==> config.mk <==
export PLATFORM = sky130hd
export DESIGN_NAME = div_unit
export DESIGN_NICKNAME = d
export VERILOG_FILES = /design/src/rtl/div_unit.sv
export SDC_FILE = /design/constraint.sdc
export NUM_CORES = 1
export LEC_CHECK = 0
export CAP_MARGIN = 15
export CORE_UTILIZATION = 40
export CTS_CLUSTER_SIZE = 28
export DETAILED_ROUTE_END_ITERATION = 8
export PLACE_DENSITY = 0.59
export SYNTH_ARGS = -nofsm -noshare
export SYNTH_HDL_FRONTEND = slang
export SYNTH_SLANG_ARGS = --single-unit
export TNS_END_PERCENT = 100
==> constraint.sdc <==
create_clock -name clock -period 4.6 [get_ports clock]
set_clock_uncertainty 0.15 [all_clocks]
set_input_delay 0.46 -clock clock [delete_from_list [all_inputs] [get_ports clock]]
set_output_delay 0.46 -clock clock [all_outputs]
set_load 0.05 [all_outputs]
==> src/rtl/div_unit.sv <==
// div_unit: iterative radix-2 restoring divider for the RV32M DIV/DIVU/REM/REMU ops.
// Operands are reduced to magnitudes at accept time. One quotient bit is produced
// per clock in CALC. FIX applies the result signs. Divide-by-zero and signed
// overflow skip the iteration and finish through SPEC one edge after accept.
module div_unit #(
   parameter int n = 32
) (
   input  logic         clock,
   input  logic         reset,
   input  logic         start,
   input  logic [4:0]   AluOp,
   input  logic [n-1:0] A,
   input  logic [n-1:0] B,
   output logic         busy,
   output logic         done,
   output logic [n-1:0] DivOut
);

   localparam logic [4:0] OP_DIV  = 5'b10001;
   localparam logic [4:0] OP_DIVU = 5'b10101;
   localparam logic [4:0] OP_REM  = 5'b11001;
   localparam logic [4:0] OP_REMU = 5'b11101;
   localparam int CW = $clog2(n + 1);

   typedef enum logic [1:0] {IDLE, CALC, FIX, SPEC} state_t;

   state_t         state_reg;
   state_t         state_next;

   logic [n:0]     rem_reg;      // partial remainder, one guard bit wide
   logic [n-1:0]   quo_reg;      // dividend shifting out / quotient shifting in
   logic [n-1:0]   dvsr_reg;     // divisor magnitude
   logic [CW-1:0]  count_reg;    // iterations still to run
   logic           rem_op_reg;   // result is the remainder
   logic           neg_q_reg;    // quotient must be negated
   logic           neg_r_reg;    // remainder must be negated
   logic           done_reg;
   logic [n-1:0]   out_reg;

   // Operation decode and operand conditioning at the accept edge.
   logic           is_div_op;
   logic           op_signed;
   logic           op_rem;
   logic           a_neg;
   logic           b_neg;
   logic [n-1:0]   a_mag;
   logic [n-1:0]   b_mag;
   logic           b_zero;
   logic           ovf;
   logic           special;
   logic [n-1:0]   spec_val;
   logic           accept;

   // FSM output controls.
   logic           iterate;
   logic           load_out;

   // One restoring step.
   logic [n+1:0]   shifted;
   logic [n+1:0]   trial;
   logic           trial_ok;

   // Sign fix-up of the finished magnitudes.
   logic [n-1:0]   q_fixed;
   logic [n-1:0]   r_fixed;
   logic [n-1:0]   fix_val;

   // Decode the incoming request; the most negative value's magnitude fits in n unsigned bits.
   always_comb begin
      is_div_op = (AluOp == OP_DIV) || (AluOp == OP_DIVU) ||
                  (AluOp == OP_REM) || (AluOp == OP_REMU);
      op_signed = ~AluOp[2];
      op_rem    = AluOp[3];
      a_neg     = op_signed & A[n-1];
      b_neg     = op_signed & B[n-1];
      a_mag     = a_neg ? (~A + 1'b1) : A;
      b_mag     = b_neg ? (~B + 1'b1) : B;
      b_zero    = (B == '0);
      ovf       = op_signed && (A == {1'b1, {(n-1){1'b0}}}) && (B == {n{1'b1}});
      special   = b_zero | ovf;
      if (b_zero)
         spec_val = op_rem ? A : {n{1'b1}};
      else
         spec_val = op_rem ? '0 : A;
      accept    = (state_reg == IDLE) && start && is_div_op;
   end

   // Trial subtraction of the divisor from the shifted remainder; borrow means restore.
   always_comb begin
      shifted  = {rem_reg, quo_reg[n-1]};
      trial    = shifted - {2'b00, dvsr_reg};
      trial_ok = ~trial[n+1];
   end

   // Apply result signs: quotient negative on sign mismatch, remainder follows the dividend.
   always_comb begin
      q_fixed = neg_q_reg ? (~quo_reg + 1'b1) : quo_reg;
      r_fixed = neg_r_reg ? (~rem_reg[n-1:0] + 1'b1) : rem_reg[n-1:0];
      fix_val = rem_op_reg ? r_fixed : q_fixed;
   end

   // State register.
   always_ff @(posedge clock) begin
      if (reset)
         state_reg <= IDLE;
      else
         state_reg <= state_next;
   end

   // Next-state logic.
   always_comb begin
      state_next = state_reg;
      case (state_reg)
         IDLE: if (accept) state_next = special ? SPEC : CALC;
         CALC: if (count_reg == CW'(1)) state_next = FIX;
         FIX:  state_next = IDLE;
         SPEC: state_next = IDLE;
         default: state_next = IDLE;
      endcase
   end

   // FSM outputs: busy is every non-IDLE cycle; FIX and SPEC publish a result.
   always_comb begin
      busy     = 1'b0;
      iterate  = 1'b0;
      load_out = 1'b0;
      case (state_reg)
         CALC: begin
            busy    = 1'b1;
            iterate = 1'b1;
         end
         FIX, SPEC: begin
            busy     = 1'b1;
            load_out = 1'b1;
         end
         default: ;
      endcase
   end

   // Datapath: capture operands on accept, iterate in CALC, register the result and done pulse.
   always_ff @(posedge clock) begin
      if (reset) begin
         rem_reg    <= '0;
         quo_reg    <= '0;
         dvsr_reg   <= '0;
         count_reg  <= '0;
         rem_op_reg <= 1'b0;
         neg_q_reg  <= 1'b0;
         neg_r_reg  <= 1'b0;
         done_reg   <= 1'b0;
         out_reg    <= '0;
      end else begin
         done_reg <= load_out;
         if (accept) begin
            rem_reg    <= '0;
            // A special case parks its final answer here for SPEC to publish.
            quo_reg    <= special ? spec_val : a_mag;
            dvsr_reg   <= b_mag;
            count_reg  <= CW'(n);
            rem_op_reg <= op_rem;
            neg_q_reg  <= a_neg ^ b_neg;
            neg_r_reg  <= a_neg;
         end else if (iterate) begin
            rem_reg   <= trial_ok ? trial[n:0] : shifted[n:0];
            quo_reg   <= {quo_reg[n-2:0], trial_ok};
            count_reg <= count_reg - CW'(1);
         end
         if (load_out)
            out_reg <= (state_reg == SPEC) ? quo_reg : fix_val;
      end
   end

   assign done   = done_reg;
   assign DivOut = out_reg;

endmodule

; ---- After elaboration in Yosys (flattened, before gate mapping)
; Cells that the tools add are included.
[word_totals]
elab_cells = 75
ramBits = 0
in_bits = 72
output_inout_bits = 34
memories = 0
rom_bits = 0
register_bits = 141
latch_bits = 0
[op_classes]
mul = 0
n_lt_le_gt_ge = 0
n_eq_ne = 12
shifts = 0
reduce_logical = 14
add_sub_neg = 6
bitwise = 10
n_mux = 22
div = 0
[op_table]
columns = cell, count
row1 = 32-bit two-way mux, 12
row2 = "32-bit by 1-bit adder with 32-bit output, second input constant", 4
row3 = 32-bit inverter, 4
row4 = "32-bit == test, second input constant", 2
row5 = 34-bit by 32-bit subtractor with 34-bit output, 1
row6 = 33-bit two-way mux, 1
row7 = 32-bit zero test, 1
row8 = "5-bit == test, second input constant", 4
row9 = 6-bit two-way mux, 2
row10 = "6-bit by 1-bit == test with 1-bit output, second input constant", 1
row11 = 2-bit two-way mux, 3
row12 = 2-bit one-hot mux with 3 select lines, 1
row13 = "6-bit by 1-bit subtractor with 6-bit output, second input constant", 1
row14 = "2-bit == test, second input constant", 2
row15 = 1-bit logical AND, 4
row16 = "2-bit != test, second input constant", 2
row17 = 2-bit OR reduction, 2
row18 = 1-bit logical OR, 3
row19 = 1-bit two-way mux, 3
row20 = 3-bit OR reduction, 1
row21 = 1-bit AND, 2
row22 = "2-bit by 1-bit == test with 1-bit output, second input constant", 1
row23 = 2-bit zero test, 1
row24 = 1-bit inverter, 2
row25 = other kinds (4), 4

; ---- Logic depth before layout (Yosys ltp)
[depth]
depth_word = 7
ltp_mapped = 14
depth_no_buf = 13

; ---- Worst setup path before layout
; OpenSTA, ideal clock, no wires.
[synth_path]
path_kind = reg2reg
start = register rem_reg[1]
end = register rem_reg[26]
setup_slack_ns = 1.034
required_ns = 4.318
arrival_ns = 3.284
path_stages_with_launch = 14
setup_time_ns = 0.132
path_buffers = 2
period_less_slack_ns = 3.566
cell_sequence = dfxtp_1 > ha_1 > o21ai_0 > a21oi_1 > o2111ai_1 > a21boi_0 > a41o_1 > a41o_1 > a41oi_1 > xnor2_1 > clkbuf_1 > buf_1 > mux2i_1 > a21oi_1
[synth_between]
elab_chain_cells = 2
[synth_lines]
columns = element, line_no
row1 = "start, declared", 30  ; logic [n:0] rem_reg;
row2 = "start signal, assigned", 164  ; rem_reg <= trial_ok ? trial[n:0] : shifted[n:0];
row3 = 34-bit by 32-bit subtractor with 34-bit output, 91  ; trial = shifted - {2'b00, dvsr_reg};
row4 = 33-bit two-way mux, 164
; No other way between the ends.
; A chain may end at the register's enable or synchronous reset.

; ---- Final worst setup path
[layout_path]
start = input A[8]
end = register quo_reg[8]
[layout_between]
elab_chain_cells = 6
elab_cells_between_ends = 12
cone_classes = add/sub (1) / eq/ne (1) / mux (6) / bitwise (2) / reduce/logical (2)
[layout_lines]
columns = element, line_no
row1 = "start, declared", 12  ; input logic [n-1:0] A,
row2 = branches (longest 4 deep; another with 32-bit by 1-bit adder with 32-bit output), --
row3 = 32-bit two-way mux *, 157  ; quo_reg <= special ? spec_val : a_mag;
row4 = 32-bit two-way mux *, 154  ; if (accept) begin
row5 = "end signal, assigned", 157
row6 = "end signal, assigned", 165  ; quo_reg <= {quo_reg[n-2:0], trial_ok};
row7 = "end, declared", 31  ; logic [n-1:0] quo_reg;
; Mark *: on every way between the ends.

==> results.cfg <==
[timing]
setup_tns_ps = 0
hold_viol = 0
drv_slew = 0
worst_pin_slew_ps = 1050
setup_slack_ps = 752
layout_min_cycle_time_ps = 3850
setup_viol = 0
slew_headroom = 0.297
fmax_mhz = 260
whs_ps = 309
rsz0062_at_grt = false
period_share = 0.837

[grt]
first_global_vias = 9690
grt.overflow.total = 0
grt_usage = 0.256
grt_pass1_wl_um = 54100
grt_max_degree = 65
antenna_found_initial = 0

[placement]
dpl.hpwl_um = 25700
io_buffers = 105
gp_congestion = 0.903
pre_cts_ws_ps = 427

[die]
core_um2 = 26100
die_height_um = 165
dieArea_um2 = 27200
die_w_um = 165
ios = 106
initial_core_util = 0.408
rows = 59

[power]
peakVddDrop_uv = 285
internal_power_mw = 2.48
p_per_area_nw_per_um2 = 301
p_leak_nw = 4.62
netSwitchingFraction = 0.341
comb_power_share = 0.301
clkPwrFrac = 0.346
p_seq_frac = 0.353
p_sw_mw = 1.28

[synth]
synthTopCellsByArea = dfxtp_1, nand2_1, a21oi_1, nor2_1, o21ai_0
synth_ff_type = dfxtp_1
avgSynthCellArea_um2 = 7.32
seq_area_frac_synth = 0.266
synth.distinct_cells = 65
yosys_warnings = 0
syn_nets = 1563
synth_edf_count = 0
synth_top_area_frac = 0.266
synth_top_area_cell = dfxtp_1
synth-seq-cells = 141
syn_area_um2 = 10600
syn_inst = 1451
async_reset_ff_frac = 0

[setup_path]
cp-start-kind = input pin
worstSetupPathType = in -> reg
rr_startpoint = dvsr_reg[1]$_SDFFE_PP0P_
worst_ep_arrival_time_ps = 3980
reg2reg_slack_ps = 810
critPathRequiredTime_ps = 4730
crit_path_max_fanout = 14
rr_endpoint = rem_reg[13]$_SDFFE_PP0P_
ff2ff_path_depth = 14
cp-end-kind = flop

[clock_network]
postCtsSetupBuffers = 0
insertion_delay_ps = 430
clk_pin_slew_worst_paths_ps = 60
clkSinkCount = 141
ctsHoldBuffers = 0
cts_resized = 0
clk_path_buf_depth = 2
root_buffer = clkbuf_16
cts_max_level = 4
cts_tree = yes
numCtsBuffers = 17

[hold_path]
min_path_type = reg -> reg
min_to = dvsr_reg[22]$_SDFFE_PP0P_
holdPathStages = 2
hold_start = dvsr_reg[22]$_SDFFE_PP0P_

[detailed_routing]
vias = 10800
drc = 0
ant_nets = 0
wirelength_um = 34200
drtPass1Iterations = 6
first_iter_violations = 834
vias_per_cell = 5.83
wl_per_cell_um = 18.4

[finish]
antenna_cells = 0
fin_nets = 1616
drive_gt1_frac = 0.0521
syn_to_final_growth_pct = 17.6
largest_reg_flops = 33

[run]
drv_cap = 0

[status]
status = finished clean
==> power by group through the flow <==
| stage | Sequential (mW) | Clock [mW] | Combinational, mW |
|---|---|---|---|
| final | 1.33 | 1.30 | 1.13 |
| after global routing | 1.33 | 1.37 | 1.25 |
| after detailed placement | 1.35 | 0 | 1.12 |
| after floorplan | 1.33 | 0 | 0.817 |
| after CTS | 1.32 | 1.32 | 1.13 |
| after global placement | 1.35 | 0 | 1.12 |
==> layout by cell type (no fill, tap or decap), drive strengths merged, types with 5 or more instances in the layout <==
cell,instances
nand2,168
nor2,150
dfxtp,141
a21oi,115
o21ai,105
clkdlybuf4s50,104
inv,63
nor3,51
xnor2,49
a211oi,47
mux2i,47
xor2,46
ha,39
o31ai,34
buf,27
or3,24
nand3,23
a221oi,20
a311oi,19
clkbuf,19
a31oi,18
a21o,16
nand4,14
o22ai,14
nand2b,12
and3,12
or4,12
nor4,10
o221ai,10
nor2b,10
o41ai,8
or2,7
a2111oi,7
and2,6
o21a,6
a22o,5
mux2,5
o31a,5
clkinv,5
==> critical path, cell delays in order <==
cell and delay (ps):
clkdlybuf4s50_1 510, nor4_1 400, nor4b_1 600, nand4_1 230
or3_1 570, buf_4 260, o21ai_0 90, nand2_1 70
a2111oi_0 690, a311oi_1 100
==> Yosys cell counts, drive strengths merged, types with 12 or more instances <==
cell type  instances
a211oi            47
a21o              16
a21oi            115
a221oi            20
a311oi            19
a31oi             18
and3              12
buf               13
clkbuf            84
dfxtp            141
ha                39
inv               58
mux2i             47
nand2            168
nand2b            12
nand3             23
nand4             14
nor2             150
nor3              51
o21ai            105
o22ai             14
o31ai             34
or3               24
or4               12
xnor2             49
xor2              46
==> metrics by stage <==
stage | area (µm²) | total power [mW] | util | cells
finish | 12500 | 3.76 | 0.479 | 1852
global route | 12500 | 3.95 | 0.479 | 1852
CTS | 12500 | 3.78 | 0.479 | 1852
detailed placement | 11900 | 2.47 | 0.458 | 1820
global placement | 11900 | 2.47 | 0.458 | 1820
floorplan | 10600 | 2.15 | - | 1451
==> logic make-up after synthesis <==
| kind of cell | Yosys count | share of synthesized area |
|---|---|---|
| xor gates and xnor gates | 95 | 0.0783 |
| muxes | 52 | 0.0496 |
| DFF | 141 | 0.266 |
| and+or+nand+nor | 513 | 0.224 |
| buffers and inverters | 155 | 0.0558 |
| adders and majority gates | 40 | 0.0478 |
| AOI/OAI and AO/OA | 455 | 0.279 |
==> layer usage <==
layer / wire, µm / GRT usage / part of all wire / vias to the layer above
li1: - / - / - / 5429
met1: 17000 / 0.384 / 0.50 / 4980
met2: 14400 / 0.376 / 0.42 / 339
met3: 1940 / 0.0261 / 0.057 / 43
met4: 822 / 0.0847 / 0.024 / 0
met5: 0 / 0 / 0 / -
==> cell type report <==
class / count / area (µm²)
clock buffer: 19 / 443
clock inverter: 13 / 106
fill: 2619 / 13600
inverter: 58 / 218
multi-input combinational: 1155 / 7230
sequential: 141 / 2820
tap: 335 / 419
timing repair buffer: 131 / 1250
==> worst max-delay path by stage <==
stage	from	depth (start not counted)	slack [ps]	endpoint
floorplan	rem_reg[1]$_SDFFE_PP0P_	13	1030	rem_reg[26]$_SDFFE_PP0P_
CTS	dvsr_reg[1]$_SDFFE_PP0P_	14	830	rem_reg[13]$_SDFFE_PP0P_
global route	A[8]	10	490	quo_reg[8]$_SDFFE_PP0P_
detailed placement	B[0]	12	430	quo_reg[8]$_SDFFE_PP0P_
finish	A[8]	10	750	quo_reg[8]$_SDFFE_PP0P_
global placement	B[24]	9	490	quo_reg[8]$_SDFFE_PP0P_
(Power assumes the default switching activity.)
